$ cat src/rtl/mem_dbus_ctrl_pkg.sv
// Shared definitions for the MEM-stage data bus master: FSM states,
// bus size encodings and the byte-select to size helper.
package mem_dbus_ctrl_pkg;

  typedef enum logic [1:0] {
    ST_IDLE = 2'd0,
    ST_REQ  = 2'd1,
    ST_WAIT = 2'd2,
    ST_DONE = 2'd3
  } state_t;

  localparam logic [1:0] SIZE_BYTE = 2'd0;
  localparam logic [1:0] SIZE_HALF = 2'd1;
  localparam logic [1:0] SIZE_WORD = 2'd2;

  // Access size from the number of selected bytes; odd patterns fall back
  // to a word, they never reach the bus because the MEM stage traps them.
  function automatic logic [1:0] size_from_sel(input logic [3:0] sel);
    logic [2:0] cnt;
    cnt = {2'b00, sel[0]} + {2'b00, sel[1]} + {2'b00, sel[2]} + {2'b00, sel[3]};
    case (cnt)
      3'd1:    return SIZE_BYTE;
      3'd2:    return SIZE_HALF;
      default: return SIZE_WORD;
    endcase
  endfunction

endpackage

$ cat src/rtl/mem_lane_swap.sv
// Byte-lane reversal between pipeline lane order (byte offset 0 in the top
// byte) and bus little-endian order. Pass-through when swapping is disabled.
module mem_lane_swap #(
  parameter int SWAP_LANES = 1
) (
  input  logic [31:0] data_in,
  input  logic [3:0]  strb_in,
  output logic [31:0] data_out,
  output logic [3:0]  strb_out
);

  // Reverse bytes of data and bits of the per-byte strobe together.
  always_comb begin
    if (SWAP_LANES != 0) begin
      data_out = {data_in[7:0], data_in[15:8], data_in[23:16], data_in[31:24]};
      strb_out = {strb_in[0], strb_in[1], strb_in[2], strb_in[3]};
    end else begin
      data_out = data_in;
      strb_out = strb_in;
    end
  end

endmodule

$ cat src/rtl/mem_dbus_ctrl.sv
// Data-side bus master for the MEM stage. Issues one SRAM-like access at a
// time, stalls the pipeline until it completes and returns load data in
// pipeline lane order. A flush while an access is in flight leaves the
// response orphaned; it is swallowed before any new access is issued.
module mem_dbus_ctrl
  import mem_dbus_ctrl_pkg::*;
#(
  parameter int ADDR_W     = 32,
  parameter int SWAP_LANES = 1
) (
  input  logic              clk,
  input  logic              rst,
  input  logic              mem_ce_i,
  input  logic              mem_we_i,
  input  logic [3:0]        mem_sel_i,
  input  logic [ADDR_W-1:0] mem_addr_i,
  input  logic [31:0]       mem_data_i,
  input  logic              flush_i,
  input  logic              stall_i,
  output logic              stallreq_o,
  output logic              rdata_valid_o,
  output logic [31:0]       mem_rdata_o,
  output logic              data_req,
  output logic              data_wr,
  output logic [1:0]        data_size,
  output logic [3:0]        data_wstrb,
  output logic [ADDR_W-1:0] data_addr,
  output logic [31:0]       data_wdata,
  input  logic              data_addr_ok,
  input  logic              data_data_ok,
  input  logic [31:0]       data_rdata
);

  state_t      state;
  state_t      state_next;
  logic        cancel;
  logic        cancel_next;
  logic [31:0] rdata_q;

  logic        live;
  logic        req;
  logic        addr_fire;
  logic        resp;
  logic        resp_ok;
  logic        valid;
  logic [31:0] wr_data;
  logic [3:0]  wr_strb;
  logic [31:0] rd_data;
  logic [3:0]  rd_strb_unused;

  mem_lane_swap #(.SWAP_LANES(SWAP_LANES)) u_wr_swap (
    .data_in  (mem_data_i),
    .strb_in  (mem_sel_i),
    .data_out (wr_data),
    .strb_out (wr_strb)
  );

  mem_lane_swap #(.SWAP_LANES(SWAP_LANES)) u_rd_swap (
    .data_in  (data_rdata),
    .strb_in  (4'b0000),
    .data_out (rd_data),
    .strb_out (rd_strb_unused)
  );

  // Handshake decode: request, acceptance, response and whether it counts.
  always_comb begin
    live      = mem_ce_i & ~flush_i & ~cancel;
    req       = ((state == ST_IDLE) & live) | (state == ST_REQ);
    addr_fire = req & data_addr_ok;
    resp      = ((state == ST_WAIT) | addr_fire) & data_data_ok;
    // A response reports completion only if its instruction is still alive.
    resp_ok   = resp & ~cancel & ~flush_i;
    valid     = resp_ok | (state == ST_DONE);
  end

  // Next state and orphan-response tracking.
  always_comb begin
    state_next  = state;
    cancel_next = cancel;
    case (state)
      ST_IDLE: begin
        if (resp) begin
          state_next = (resp_ok & stall_i) ? ST_DONE : ST_IDLE;
        end else if (addr_fire) begin
          state_next = ST_WAIT;
        end else if (req) begin
          state_next = ST_REQ;
        end else begin
          state_next = ST_IDLE;
        end
      end
      ST_REQ: begin
        if (resp) begin
          state_next = (resp_ok & stall_i) ? ST_DONE : ST_IDLE;
        end else if (data_addr_ok) begin
          state_next = ST_WAIT;
        end else begin
          state_next = ST_REQ;
        end
      end
      ST_WAIT: begin
        if (resp) begin
          state_next = (resp_ok & stall_i) ? ST_DONE : ST_IDLE;
        end else begin
          state_next = ST_WAIT;
        end
      end
      ST_DONE: begin
        if (~stall_i | flush_i) begin
          state_next = ST_IDLE;
        end else begin
          state_next = ST_DONE;
        end
      end
      default: state_next = ST_IDLE;
    endcase
    // The outstanding response always retires the cancel; a flush while an
    // access is in flight marks its response as orphaned.
    if (resp) begin
      cancel_next = 1'b0;
    end else if (flush_i & ((state == ST_REQ) | (state == ST_WAIT))) begin
      cancel_next = 1'b1;
    end else begin
      cancel_next = cancel;
    end
  end

  // State, cancel flag and held load data.
  always_ff @(posedge clk or posedge rst) begin
    if (rst) begin
      state   <= ST_IDLE;
      cancel  <= 1'b0;
      rdata_q <= 32'h0000_0000;
    end else begin
      state  <= state_next;
      cancel <= cancel_next;
      if (resp_ok) begin
        rdata_q <= rd_data;
      end
    end
  end

  // Output drive; everything is forced quiet while reset is asserted.
  always_comb begin
    stallreq_o    = 1'b0;
    rdata_valid_o = 1'b0;
    mem_rdata_o   = 32'h0000_0000;
    data_req      = 1'b0;
    data_wr       = 1'b0;
    data_size     = SIZE_BYTE;
    data_wstrb    = 4'b0000;
    data_addr     = '0;
    data_wdata    = 32'h0000_0000;
    if (!rst) begin
      stallreq_o    = (mem_ce_i & ~flush_i & ~valid) | cancel;
      rdata_valid_o = valid;
      if (resp_ok) begin
        mem_rdata_o = rd_data;
      end else if (state == ST_DONE) begin
        mem_rdata_o = rdata_q;
      end else begin
        mem_rdata_o = 32'h0000_0000;
      end
      data_req   = req;
      data_wr    = mem_we_i;
      data_size  = size_from_sel(mem_sel_i);
      data_wstrb = wr_strb;
      data_addr  = mem_addr_i;
      data_wdata = wr_data;
    end
  end

endmodule

$ cat config.mk
export PLATFORM = sky130hd
export DESIGN_NAME = mem_dbus_ctrl
export DESIGN_NICKNAME = d
export VERILOG_FILES = /design/src/rtl/mem_dbus_ctrl_pkg.sv /design/src/rtl/mem_lane_swap.sv /design/src/rtl/mem_dbus_ctrl.sv
export SDC_FILE = /design/constraint.sdc
export NUM_CORES = 1
export LEC_CHECK = 0
export BUFFER_PORTS_ARGS = -buffer_cell sky130_fd_sc_hd__buf_2
export CORE_UTILIZATION = 29
export DETAILED_ROUTE_END_ITERATION = 8
export PLACE_DENSITY = 0.65
export REMOVE_ABC_BUFFERS = 1
export SYNTH_ARGS = -nofsm -noshare
export SYNTH_HDL_FRONTEND = slang
export SYNTH_SLANG_ARGS = --single-unit
export TNS_END_PERCENT = 30
$ cat constraint.sdc
create_clock -name clk -period 3.2 [get_ports clk]
set_clock_uncertainty 0.05 [all_clocks]
set_input_delay 0.48 -clock clk [delete_from_list [all_inputs] [get_ports clk]]
set_output_delay 0.48 -clock clk [all_outputs]
set_load 0.02 [all_outputs]
==> results of run 1 <==
==> kinds of logic (layout without fill, tap and decap cells) <==
kind of cell    after synthesis  after routing
compound gates               49             49
buf+inv                      24            231
mux                          32             32
xor+xnor                      1              1
simple gates                 86             86
other cells                   0              2
fa+ha+maj                     8              8
flops                        35             35
==> power by group through the flow <==
stage                     logic [mW]  clock network, mW  registers [mW]
after floorplan                0.614                  0           0.753
after global placement         0.828                  0           0.784
after CTS                      0.855              0.402           0.791
after global routing           0.925              0.422           0.821
final                          0.850              0.387           0.792
after detailed placement       0.857                  0           0.789
==> flip-flops by register name, indices dropped and copies added, names as in the netlist <==
name / cells
rdata_q: 32
cancel: 1
state: 2
==> worst max path at each step <==
stage	start	end	slack (ns)	cells after the start
after floorplan	rst	mem_rdata_o[0]	-0.35	4
after global placement	mem_sel_i[0]	data_size[1]	0.68	8
after detailed placement	mem_sel_i[0]	data_size[0]	0.65	6
after CTS	state[1]	mem_rdata_o[16]	0.38	8
after global routing	state[1]	mem_rdata_o[27]	0.18	8
final	state[1]	mem_rdata_o[18]	0.37	8
==> routing by layer <==
| layer | track usage | routed length [um] |
|---|---|---|
| met5 | 0 | 0 |
| met4 | 0.0522 | 60 |
| met3 | 0.0466 | 879 |
| met2 | 0.415 | 5270 |
| met1 | 0.282 | 4390 |
==> synthesized netlist by cell type <==
library cell	instances
dfrtp_1	35
a21oi_2	1
mux2_4	28
a211o_1	1
and4bb_1	1
nor4b_1	1
inv_1	5
nor2_1	5
o32a_1	1
and2_1	1
and3_1	1
o21ai_2	1
buf_12	3
a31oi_1	1
o2bb2ai_1	1
mux2_2	4
fa_1	1
nor3_1	1
nor3b_4	1
or4b_1	1
buf_2	4
clkbuf_1	8
buf_4	3
o21a_1	1
buf_6	1
nor2b_1	70
a221oi_1	1
nand2_1	4
ha_1	7
a21oi_1	8
a22o_1	32
o21ai_1	1
xnor2_1	1
==> critical path, delay by kind of cell (launching register included) <==
family / cells / cell delay, ns
buf+inv: 3 / 0.60
simple gates: 1 / 0.20
fa+ha+maj: 1 / 0.29
flops: 1 / 0.40
compound gates: 3 / 0.51
==> area by class of cell <==
type                       instances  area share
sequential                        35       0.232
multi-input combinational        176       0.402
antenna                            2     0.00133
tap                              105      0.0348
inverter                           5     0.00497
clock buffer                       6      0.0192
clock inverter                     1     0.00795
timing repair buffer             219       0.298
==> per-stage QoR <==
step	instances	total power, mW	hold slack (ns)	worst slack [ns]	utilization
finish	549	2.03	0.142	0.374	0.451
global route	549	2.17	0.147	0.182	0.451
CTS	547	2.05	0.137	0.376	0.450
detailed placement	540	1.65	0.447	0.655	0.438
global placement	540	1.61	0.440	0.678	0.438
floorplan	216	1.37	0.431	-0.352	-
==> results.toml, run 1 <==
[status]
status = "finished, final reports clean"

[placement]
io_buffer_count = 213
place_area_sq_um = 3670
gp_congestion = 0.937
dp_hpwl_mm = 8.94

[setup_path]
worst_ep_required_time_ns = 2.67
cp_max_fo = 32
r2r_cells = 7
worstPathCellList = "inv_1, ha_1, a21oi_2, o21ai_1, and3_1, buf_4, a22o_1, buf_2"
reg2reg_slack_ns = 0.85
end_kind = "output port"
r2r-start = "state[1]"
cpPeakStageDelay_ns = 0.40
rr_endpoint = "rdata_q[30]"
cp.arrival_ns = 2.30
cpMaxStageDelayCell = "dfrtp_1"
worstSetupPathType = "reg2out"
cp-start-kind = "flip-flop"

[cts]
cts_tree = "yes"
path_clk_slew_ns = 0.07
cts_made_buffers = 5
cts_sinks = 35
cts_root_buf = "clkbuf_8"
ctsHoldBuffers = 0
clock_latency_ns = 0.29
post_cts_buffers = 0
ctsResizeCount = 0
clockBufferDepth = 2
htree_num_levels = 2

[timing]
period_minus_slack_ns = 2.83
hold_viol = 0
drv_slew = 0
setup_viol = 0
fmax_ghz = 0.354
max_slew_margin = 0.570
tns_ns = 0
timing.final.crit_share = 0.883
tightestPinTransition_ns = 0.645
rsz0062_at_grt = "false"

[drt]
drc = 0
dr_total_vias = 2655
drt-pass1-iter-count = 5
drtIter0Drc = 83
ant_nets = 0
totalWireLength_mm = 10.6
avgRoutedWirePerCell_um = 19.3
via_per_inst = 4.84

[synthesis]
syn_area_sq_um = 2550
yosysTopAreaCell = "dfrtp_1"
syn-mean-instance-area_sq_um = 10.9
syn_inst = 235
synth_top_family_by_area = "simple AND/OR/NAND/NOR gates"
synth_xor_area_frac = 0.00343
ys_seq_elements = 35
synth_cell_types = 33
synth_adder_area_share = 0.0422
ys_seq_area_frac = 0.343
yosysTopAreaCellShare = 0.343
synth_mux_area_frac = 0.182
synth_compound_area_frac = 0.154
synthTopCellsByArea = "dfrtp_1 34%, nor2b_1 17%, mux2_4 16%"
yosys.area_share.simple = 0.211
ys_warn_count = 0

[floorplanning]
start_util = 0.305
std_cell_rows = 33
die_h_um = 95.8
fp.dieArea_sq_um = 9180
fp.coreArea_sq_um = 8380
num_io_pins = 214
fp.dieW_um = 95.8

[grt]
grt_max_degree = 73
grt_pass1_wl_mm = 15.1
grt_util_all_layers = 0.231
grt_pass1_vias = 2668
grt_overflow = 0
antenna_found_initial = 2

[layout]
multi_input_area_sq_um = 1520
nNetsFinal = 558
syn2layout_area_growth_pct = 47.9
mostFrequentLayoutCells = "213 x buf_2, 70 x nor2b_1, 35 x dfrtp_1"
final_common_cell = "buf_2"
regArea_sq_um = 876
finalInstanceArea_sq_um = 3780
drive_gt1_frac = 0.593
nFillCells = 832

[power_and_ir_drop]
power_frac_comb = 0.419
p_per_area_nw_per_um2 = 537
power_frac_clock = 0.191
seqPwrFrac = 0.391
p_leak_nw = 2.08
ir_drop_mv = 0.328
swShare = 0.327
netSwitchingPower_uw = 664
internal-power_mw = 1.36

[job]
drv_cap = 0

[worst_hold_path]
hold_class = "in2async"
No activity file was read; power rests on OpenSTA's default activity.
==> inputs of run 2 (changes only) <==
- HOLD_SLACK_MARGIN: unset -> 0.1
- PLACE_DENSITY: 0.65 -> 0.67
==> results.toml, run 2 (synthesis results as in run 1) <==
[status]
status = "finished, final reports clean"

[floorplanning]
start_util = 0.305
num_io_pins = 214
std_cell_rows = 33
fp.dieArea_sq_um = 9180
fp.dieW_um = 95.8
die_h_um = 95.8
fp.coreArea_sq_um = 8380

[layout]
regArea_sq_um = 876
drive_gt1_frac = 0.596
syn2layout_area_growth_pct = 46.7
largest_register_ffs = 32
mostFrequentLayoutCells = "213 x buf_2, 70 x nor2b_1, 35 x dfrtp_1"
post-route-util = 0.447
multi_input_area_sq_um = 1520
top_regs = "rdata_q (32), state (2), cancel (1)"
nNetsFinal = 558
nFillCells = 847
finalInstanceArea_sq_um = 3740
final_common_cell = "buf_2"
regMostFlops = "rdata_q"

[drt]
drt-pass1-iter-count = 4
totalWireLength_mm = 8.73
avgRoutedWirePerCell_um = 15.9
dr_total_vias = 2608
via_per_inst = 4.74
drc = 0
drtIter0Drc = 53
ant_nets = 0

[cts]
cts_tree = "yes"
cts_made_buffers = 5
ctsHoldBuffers = 0
post_cts_buffers = 0
cts_root_buf = "clkbuf_8"
path_clk_slew_ns = 0.07
clock_latency_ns = 0.28
cts_sinks = 35
clockBufferDepth = 2
ctsResizeCount = 0
htree_num_levels = 2

[power_and_ir_drop]
p_per_area_nw_per_um2 = 521
p_leak_nw = 2.07
ir_drop_mv = 0.353
finalPower_mw = 1.95

[grt]
grt_pass1_wl_mm = 12.6
grt_max_degree = 47
antenna_found_initial = 2
grt_overflow = 0
grt_pass1_vias = 2578
grt_util_all_layers = 0.180

[setup_path]
cp_top_family = "buffers and inverters"
worstPathCellList = "inv_1, ha_1, a21oi_2, o21ai_1, and3_1, buf_4, a22o_1, buf_2"
cp.arrival_ns = 2.23
worst_ep_required_time_ns = 2.67
cp-start-kind = "flip-flop"
cpMaxStageDelayCell = "dfrtp_1"
end_kind = "output port"
crit_buf_inv = 3
cp_max_fo = 32
worstSetupPathType = "reg2out"
cpPeakStageDelay_ns = 0.40

[timing]
tightestPinTransition_ns = 0.478
timing.final.crit_share = 0.863
max_slew_margin = 0.681
period_minus_slack_ns = 2.76
rsz0062_at_grt = "false"
drv_slew = 0
tns_ns = 0
setup_viol = 0
hold_viol = 0
fmax_ghz = 0.362
fin_ws_ns = 0.439

[placement]
place_area_sq_um = 3660
pre_cts_slack_ns = 0.623
io_buffer_count = 213
dp_hpwl_mm = 7.05
gp_congestion = 0.851

[job]
drv_cap = 0

[worst_hold_path]
hold_class = "in2async"
==> run 2: metrics by stage <==
step	cells	hold slack, ns
3_3_place_gp	540	0.441
3_5_place_dp	540	0.447
5_1_grt	549	0.260
2_1_floorplan	216	0.431
4_1_cts	548	0.223
6_report	550	0.227
==> run 2: final timing paths <==
check	start	end	slack [ns]	cells after the start
setup / recovery	state[1]	mem_rdata_o[1]	0.44	8
hold / removal	rst	rdata_q[18]	0.23	2
setup reg to reg	state[1]	rdata_q[23]	0.78	7
hold reg to reg	rdata_q[30]	rdata_q[30]	0.47	1
max in group asynchronous	rst	rdata_q[29]	2.20	3
min in group clk	data_data_ok	cancel	0.37	2
==> run 2: report_power, final <==
group | switching [mW] | total (mW) | internal, mW | leakage, nW
Sequential | 0.141 | 0.799 | 0.659 | 0.427
Combinational | 0.357 | 0.834 | 0.477 | 1.60
Clock | 0.169 | 0.319 | 0.149 | 0.0477
==> run 2: layer usage <==
layer	track usage	wire length, um	vias up
met1	0.202	3480	1231
met4	0.0659	170	0
li1	-	-	1237
met3	0.0482	768	10
met5	0	0	-
met2	0.325	4320	130
==> run 2: final cells by class <==
cell class	count	area share
clock inverters	3	0.00401
inverters	5	0.00501
clock buffers	5	0.0184
well taps	105	0.0351
diodes	2	0.00134
multi-input cells	176	0.406
flip-flops and latches	35	0.234
repair buffers	219	0.297
==> inputs of run 3 (changes only) <==
- PLACE_DENSITY: 0.67 -> unset
==> results.toml, run 3 (synthesis results as in run 1) <==
[grt]
grt_pass1_vias = 2559
grt_max_degree = 73
antenna_found_initial = 6
grt_util_all_layers = 0.218
grt_overflow = 0
grt_pass1_wl_mm = 14.4

[drt]
drt-pass1-iter-count = 4
totalWireLength_mm = 10.0
dr_total_vias = 2636
via_per_inst = 4.75
avgRoutedWirePerCell_um = 18.1
drc = 0
drtIter0Drc = 56
ant_nets = 0

[cts]
ctsResizeCount = 0
cts_tree = "yes"
clock_latency_ns = 0.28
cts_made_buffers = 5
ctsHoldBuffers = 0
clockBufferDepth = 2
cts_root_buf = "clkbuf_8"
cts_sinks = 35
path_clk_slew_ns = 0.07
htree_num_levels = 2
post_cts_buffers = 0

[worst_hold_path]
hold_class = "in2async"

[floorplanning]
fp.dieArea_sq_um = 9180
start_util = 0.305
num_io_pins = 214
die_h_um = 95.8
fp.coreArea_sq_um = 8380
std_cell_rows = 33
fp.dieW_um = 95.8

[power_and_ir_drop]
ir_drop_mv = 0.283
p_leak_nw = 2.07
p_per_area_nw_per_um2 = 515
finalPower_mw = 1.94

[layout]
largest_register_ffs = 32
mostFrequentLayoutCells = "213 x buf_2, 70 x nor2b_1, 35 x dfrtp_1"
nNetsFinal = 558
regMostFlops = "rdata_q"
top_regs = "rdata_q (32), state (2), cancel (1)"
final_common_cell = "buf_2"
syn2layout_area_growth_pct = 47.3
drive_gt1_frac = 0.594

[timing]
tightestPinTransition_ns = 0.661
fmax_ghz = 0.362
period_minus_slack_ns = 2.76
max_slew_margin = 0.559
fin_ws_ns = 0.440
timing.final.crit_share = 0.863
setup_viol = 0
rsz0062_at_grt = "false"
drv_slew = 0
hold_viol = 0

[setup_path]
worst_ep_required_time_ns = 2.67
cp-start-kind = "flip-flop"
cp_max_fo = 32
cp.arrival_ns = 2.23
end_kind = "output port"
worstSetupPathType = "reg2out"

[placement]
dp_hpwl_mm = 8.42
gp_congestion = 0.895
io_buffer_count = 213
pre_cts_slack_ns = 0.645

[job]
drv_cap = 0

[status]
status = "finished, final reports clean"
## run 3: cell count changes in the layout (fill, tap and decap cells not counted)
cell,delta
diode_2,+5
clkinv_2,-2
clkbuf_1,+1
clkinvlp_4,+1
## run 3: final timing paths
kind                              start  cells after the start  slack, ns        endpoint
max                            state[1]                      8       0.44  mem_rdata_o[7]
min                                 rst                      2       0.13     rdata_q[21]
max reg2reg                    state[1]                      7       0.92     rdata_q[28]
min reg2reg                  rdata_q[0]                      1       0.46      rdata_q[0]
max in group asynchronous           rst                      3       2.27     rdata_q[18]
min in group clk           data_data_ok                      2       0.38          cancel
## run 3: metrics by stage
step / TNS, ns / hold slack [ns] / cell area, sq um / util / instances
3_3_place_gp: 0 / 0.440 / 3660 / 0.436 / 540
6_report: 0 / 0.125 / 3760 / 0.448 / 555
3_5_place_dp: 0 / 0.434 / 3660 / 0.436 / 540
4_1_cts: 0 / 0.128 / 3740 / 0.446 / 548
2_1_floorplan: -11.25 / 0.431 / 2410 / - / 216
5_1_grt: 0 / 0.154 / 3760 / 0.448 / 554
## run 3: final cells by class
type,count,area (sq um)
clock buffer,6,72.6
tap,105,131
inverter,5,18.8
antenna,7,17.5
fill,867,4620
clock inverter,2,12.5
multi-input combinational,176,1520
sequential,35,876
timing repair buffer,219,1110
## run 3: power by group
group	total (mW)	switching, mW	internal, mW
Sequential	0.789	0.130	0.658
Clock	0.315	0.163	0.152
Combinational	0.833	0.358	0.474
## run 3: worst max-delay path, cell delays in order, from the launching register on
cell and delay [ns]:
dfrtp_1 0.40, inv_1 0.11, ha_1 0.28, a21oi_2 0.04, o21ai_1 0.23, and3_1 0.19
buf_4 0.32, a22o_1 0.20, buf_2 0.16
## run 3: per-layer routing
layer / track usage / routed length (um)
met3: 0.0742 / 893
met1: 0.241 / 3960
met5: 0 / 0
met4: 0.122 / 336
met2: 0.365 / 4840
